==> src/rtl/div_unit_if.sv <==
// Request/response bundle between a client and the div_unit divider.
// The client drives start/a/b; the divider returns hi/lo plus its status flags.
interface div_unit_if;
    logic        start;
    logic [31:0] a;
    logic [31:0] b;
    logic [31:0] hi;
    logic [31:0] lo;
    logic        busy;
    logic        done;
    logic        div_zero;

    modport master (
        output start, a, b,
        input  hi, lo, busy, done, div_zero
    );

    modport slave (
        input  start, a, b,
        output hi, lo, busy, done, div_zero
    );
endinterface

==> src/rtl/div_unit.sv <==
// 32-bit signed restoring divider (MIPS DIV semantics), one quotient bit per clock.
// Define DIV_ZERO_EXC_EN to flag and short-circuit division by zero.
module div_unit (
    input  logic       clk,
    input  logic       reset,
    div_unit_if.slave  bus
);

    typedef enum logic [1:0] {
        IDLE   = 2'd0,
        RUN    = 2'd1,
        FINISH = 2'd2
    } state_t;

    state_t      state;
    logic [31:0] quo;
    logic [31:0] divisor;
    logic [31:0] rem;
    logic [5:0]  count;
    logic        sign_a;
    logic        sign_b;
    logic [31:0] hi_q;
    logic [31:0] lo_q;
    logic        busy_q;
    logic        done_q;

    logic [31:0] mag_a;
    logic [31:0] mag_b;
    logic [32:0] trial;
    logic [32:0] diff;
    logic        fit;
    logic [31:0] rem_next;
    logic [31:0] quo_next;

    // Magnitudes are unsigned, so -2^31 maps cleanly onto 0x80000000.
    assign mag_a = bus.a[31] ? (~bus.a + 32'd1) : bus.a;
    assign mag_b = bus.b[31] ? (~bus.b + 32'd1) : bus.b;

    // One restoring step: the 33-bit trial never overflows because rem < divisor <= 2^31.
    always_comb begin
        trial    = {rem, quo[31]};
        diff     = trial - {1'b0, divisor};
        fit      = ~diff[32];
        rem_next = fit ? diff[31:0] : trial[31:0];
        quo_next = {quo[30:0], fit};
    end

`ifdef DIV_ZERO_EXC_EN
    logic div_zero_q;
    assign bus.div_zero = div_zero_q;
`else
    assign bus.div_zero = 1'b0;
`endif

    always_ff @(posedge clk) begin
        if (reset) begin
            state   <= IDLE;
            quo     <= 32'd0;
            divisor <= 32'd0;
            rem     <= 32'd0;
            count   <= 6'd0;
            sign_a  <= 1'b0;
            sign_b  <= 1'b0;
            hi_q    <= 32'd0;
            lo_q    <= 32'd0;
            busy_q  <= 1'b0;
            done_q  <= 1'b0;
`ifdef DIV_ZERO_EXC_EN
            div_zero_q <= 1'b0;
`endif
        end else begin
            done_q <= 1'b0;
`ifdef DIV_ZERO_EXC_EN
            div_zero_q <= 1'b0;
`endif
            case (state)
                IDLE: begin
                    if (bus.start) begin
`ifdef DIV_ZERO_EXC_EN
                        if (bus.b == 32'd0) begin
                            busy_q     <= 1'b1;
                            done_q     <= 1'b1;
                            div_zero_q <= 1'b1;
                            state      <= FINISH;
                        end else
`endif
                        begin
                            quo     <= mag_a;
                            divisor <= mag_b;
                            sign_a  <= bus.a[31];
                            sign_b  <= bus.b[31];
                            rem     <= 32'd0;
                            count   <= 6'd0;
                            busy_q  <= 1'b1;
                            state   <= RUN;
                        end
                    end
                end
                RUN: begin
                    quo   <= quo_next;
                    rem   <= rem_next;
                    count <= count + 6'd1;
                    // The 32nd step writes the signed results directly from the step outputs.
                    if (count == 6'd31) begin
                        lo_q   <= (sign_a ^ sign_b) ? (~quo_next + 32'd1) : quo_next;
                        hi_q   <= sign_a ? (~rem_next + 32'd1) : rem_next;
                        done_q <= 1'b1;
                        state  <= FINISH;
                    end
                end
                FINISH: begin
                    busy_q <= 1'b0;
                    state  <= IDLE;
                end
                default: begin
                    busy_q <= 1'b0;
                    state  <= IDLE;
                end
            endcase
        end
    end

    assign bus.hi   = hi_q;
    assign bus.lo   = lo_q;
    assign bus.busy = busy_q;
    assign bus.done = done_q;

endmodule

==> src/flat_wrapper.sv <==
// flat-port wrapper written by rule: the top's interface ports become plain ports
module div_unit_flat 
  (clk, reset, bus_start, bus_a, bus_b, bus_hi, bus_lo, bus_busy, bus_done, bus_div_zero);
  div_unit_if bus_i ();
  input  logic clk;
  input  logic reset;
  input wire logic [$bits(bus_i.start)-1:0] bus_start;
  input wire logic [$bits(bus_i.a)-1:0] bus_a;
  input wire logic [$bits(bus_i.b)-1:0] bus_b;
  output wire logic [$bits(bus_i.hi)-1:0] bus_hi;
  output wire logic [$bits(bus_i.lo)-1:0] bus_lo;
  output wire logic [$bits(bus_i.busy)-1:0] bus_busy;
  output wire logic [$bits(bus_i.done)-1:0] bus_done;
  output wire logic [$bits(bus_i.div_zero)-1:0] bus_div_zero;
  assign bus_i.start = bus_start;
  assign bus_i.a = bus_a;
  assign bus_i.b = bus_b;
  assign bus_hi = bus_i.hi;
  assign bus_lo = bus_i.lo;
  assign bus_busy = bus_i.busy;
  assign bus_done = bus_i.done;
  assign bus_div_zero = bus_i.div_zero;
  div_unit u_core (.clk(clk), .reset(reset), .bus(bus_i));
endmodule
==> config.mk <==
export PLATFORM = sky130hd
export DESIGN_NAME = div_unit_flat
export DESIGN_NICKNAME = d
export VERILOG_FILES = /design/src/rtl/div_unit_if.sv /design/src/rtl/div_unit.sv /design/src/flat_wrapper.sv
export SDC_FILE = /design/constraint.sdc
export NUM_CORES = 1
export LEC_CHECK = 0
export ABC_AREA = 1
export CORE_MARGIN = 4
export CORE_UTILIZATION = 60
export DETAILED_ROUTE_END_ITERATION = 7
export PLACE_DENSITY = 0.84
export SLEW_MARGIN = 20
export SYNTH_ARGS = -nofsm -noshare
export SYNTH_HDL_FRONTEND = slang
export SYNTH_SLANG_ARGS = --single-unit
==> constraint.sdc <==
create_clock -name clk -period 7.8 [get_ports clk]
set_clock_uncertainty 0.05 [all_clocks]
set_input_delay 0.78 -clock clk [delete_from_list [all_inputs] [get_ports clk]]
set_output_delay 0.78 -clock clk [all_outputs]
set_load 0.01 [all_outputs]
==> results.yml <==
drt:
  drc_errors: 0
  drt-pass1-iter-count: 6
  num_vias: 13840
  vias_per_cell: 5.548
  drtIter0Drc: 1287
  wire_per_inst_um: 15.77
  drt-total-wl_um: 39340
  drtAntennaViolNets: 0
global_route:
  track_usage_pct: 32.81
  antenna_found_initial: 0
  gr-total-overflow: 0
  grt_max_degree: 93
  grt_pass1_vias: 12950
  grt_pass1_wl_um: 63910
hold_path:
  min_from: "u_core.bus.busy"
  hold_class: "flip-flop to flip-flop"
  holdPathEnd: "u_core.bus.busy"
  hold_path_depth: 2
yosys:
  syn_area_sq_um: 12730
  synth-async-reset-ratio_pct: 0
  synthesis.nets: 2232
  synth_xor_area_share_pct: 4.611
  synth_top_cell_area_share_pct: 27.05
  yosysWarnings: 0
  yosysUniqueCellTypes: 56
  synth_edf_count: 0
  syn_inst: 2127
  synth_top_flop_cell: "dfxtp_1"
  synth_fa_ha_area_share_pct: 3.795
  synth_compound_area_share_pct: 14.73
  synth_top_family_by_area: "simple AND/OR/NAND/NOR gates"
  synthMuxAreaShare_pct: 0
  syn_area_per_cell_sq_um: 5.984
  ys_ff_latch: 172
  synthTopCellsByArea: "dfxtp_1, nand2_1, inv_1"
  yosysTopAreaCell: "dfxtp_1"
  synth-simple-area-share_pct: 37.49
  ys_seq_area_share_pct: 27.05
clock_tree:
  h-tree-depth: 4
  cts_setup_buffers: 0
  cts_tree: "built"
  cts_buffers: 17
  cts_resized: 0
  clock_path_buffers: 2
  cts_sinks: 172
  postCtsHoldBufs: 0
  clk_latency_ps: 450
  cts_root_buf: "clkbuf_16"
  path_clk_slew_ps: 70
worst_setup_path:
  path_class: "flip-flop to flip-flop"
  r2r-start: "u_core.quo[31]"
  critPathMaxStageDelay_ps: 420
  cp_top_family: "simple AND/OR/NAND/NOR gates"
  rrSetupSlack_ps: 3410
  path_max_fanout: 34
  cp-start-kind: "flip-flop"
  slowest_stage: "fa_1"
  cp_num_buf_inv: 4
  worstPathArrival_ps: 4670
  reg2reg_to: "u_core.bus.lo[30]"
  critPathCaptureType: "flip-flop"
  crit_required_ps: 8080
  reg2reg_depth: 26
final_layout:
  final_cell_mix: "nand2_1, inv_1, nor2_1, dfxtp_1, clkdlybuf4s50_1"
  final_common_cell: "nand2_1"
  nNetsFinal: 2312
  regArea_sq_um: 3443
  utilization_pct: 70.10
  fillers: 1923
  n_antenna_cell: 0
  syn2layout_area_growth_pct: 15.41
  drive_above_1_share_pct: 5.045
  multi_input_area_sq_um: 7741
timing:
  min_period_over_period_pct: 56.26
  rsz0062_at_grt: "false"
  max_freq_mhz: 227.9
  setup_viol: 0
  finalWorstPathRequiredPeriod_ps: 4389
  hold_ws_ps: 421.7
  slew_headroom_pct: 32.75
  slew_viol_final: 0
  hold_viol: 0
  setup_tns_ps: 0
  max_slew.worst_pin.slew_ps: 1008
  worst_slack_ps: 3411
place:
  gp_congestion: 0.9690
  io_buffers: 132
  dp_slack_ps: 3500
  dp_hpwl_um: 30150
die:
  chipWidth_um: 153.6
  core_area_sq_um: 20960
  start_util_pct: 60.74
  row_count: 53
  dieArea_sq_um: 23610
  io_pins: 134
  die_y_um: 153.6
power_and_ir_drop:
  leakage_nw: 7.408
  p_clk_share_pct: 13.6
  pwr-share-seq_pct: 16.1
  powerDensity_nw_per_um2: 428.7
  switching_share_pct: 56.76
  pwr-share-comb_pct: 70.2
  p_int_w: 0.002723
  ir_worst_vdd_mv: 0.3846
  p_sw_w: 0.003574
outcome:
  status: "completed"
run:
  drv_cap: 0
## sequential cells by signal, indices dropped and copies added (netlist names)
| register | count |
|---|---|
| u_core.bus.hi | 32 |
| u_core.bus.lo | 32 |
| u_core.divisor | 32 |
| u_core.quo | 32 |
| u_core.rem | 32 |
| u_core.count | 6 |
| u_core.state | 2 |
| u_core.bus.busy | 1 |
| u_core.bus.done | 1 |
| u_core.sign_a | 1 |
| u_core.sign_b | 1 |
## cell families (layout without fill, tap and decap cells)
family | after synthesis | after routing
AO/OA/AOI/OAI | 325 | 325
XOR/XNOR | 67 | 67
adder cells (fa/ha/maj) | 38 | 38
buffers and inverters | 399 | 492
flip-flops | 172 | 172
other | 1 | 1
AND/OR/NAND/NOR | 1125 | 1125
## Yosys cell counts (14+ instances only)
| cell type | count |
|---|---|
| a21oi_1 | 119 |
| xnor2_1 | 21 |
| ha_1 | 37 |
| nand2_1 | 707 |
| clkbuf_1 | 59 |
| dfxtp_1 | 172 |
| a31oi_1 | 36 |
| nor3_1 | 20 |
| nor2_1 | 179 |
| o21ai_0 | 100 |
| xor2_1 | 46 |
| o221ai_1 | 15 |
| o211ai_1 | 14 |
| nand3_1 | 115 |
| nand4_1 | 21 |
| inv_1 | 316 |
| nand2_2 | 25 |
## worst register-to-register path: stages (launching register included)
cell and delay, ps:
dfxtp_1 350, inv_1 70, ha_1 210, fa_1 420, inv_1 120, nand2_1 60, nand2_1 70, nand3_1 80
nand2_2 130, nand2_2 70, nand2_2 90, nand2_4 80, nand2_4 80, nand2_2 90, nand2_4 340, ha_1 250
nor3b_1 260, nand2_1 140, nor2_1 100, inv_1 60, nor3_1 190, nand4_1 190, o21ai_0 280, o21ai_0 160
xor2_1 160, o21ai_0 150, inv_1 50
## metal layers
| layer | share of wire (%) | track usage, % |
|---|---|---|
| met5 | 0 | 0 |
| met4 | 3.7 | 12.87 |
| met3 | 6.8 | 4.165 |
| met2 | 48 | 57.07 |
| met1 | 41 | 41.37 |
## worst max path at each step
stage                    from           endpoint  depth (start not counted)
3_3_place_gp   u_core.quo[31]  u_core.bus.lo[30]                         26
5_1_grt        u_core.quo[31]  u_core.bus.lo[30]                         26
4_1_cts        u_core.quo[31]  u_core.bus.lo[30]                         26
6_report       u_core.quo[31]  u_core.bus.lo[30]                         26
2_1_floorplan  u_core.quo[31]  u_core.bus.lo[30]                         27
3_5_place_dp   u_core.quo[31]  u_core.bus.lo[30]                         26
## through the flow
| step | area (sq um) | std cells | total power, W |
|---|---|---|---|
| final | 14690 | 2495 | 0.006297 |
| after global routing | 14690 | 2495 | 0.006855 |
| after CTS | 14690 | 2495 | 0.006216 |
| after detailed placement | 14110 | 2463 | 0.005337 |
| after global placement | 14110 | 2463 | 0.005261 |
| after floorplan | 12730 | 2127 | 0.004448 |
## power by group through the flow
stage	logic (W)	clock network [W]	registers, W
after floorplan	0.00345	0	0.00100
after global placement	0.00423	0	0.00103
after detailed placement	0.00430	0	0.00103
after CTS	0.00434	0.000863	0.00101
after global routing	0.00494	0.000892	0.00102
final	0.00442	0.000859	0.00102
## final cells by class
cell class	instances	share of cell area [%]
multi-input cells	1556	52.70
flip-flops and latches	172	23.44
repair buffers	141	9.421
inverters	319	8.152
clock buffers	18	2.990
well taps	275	2.342
clock inverters	14	0.9540
Note: power is estimated with default switching activity, not from simulation.
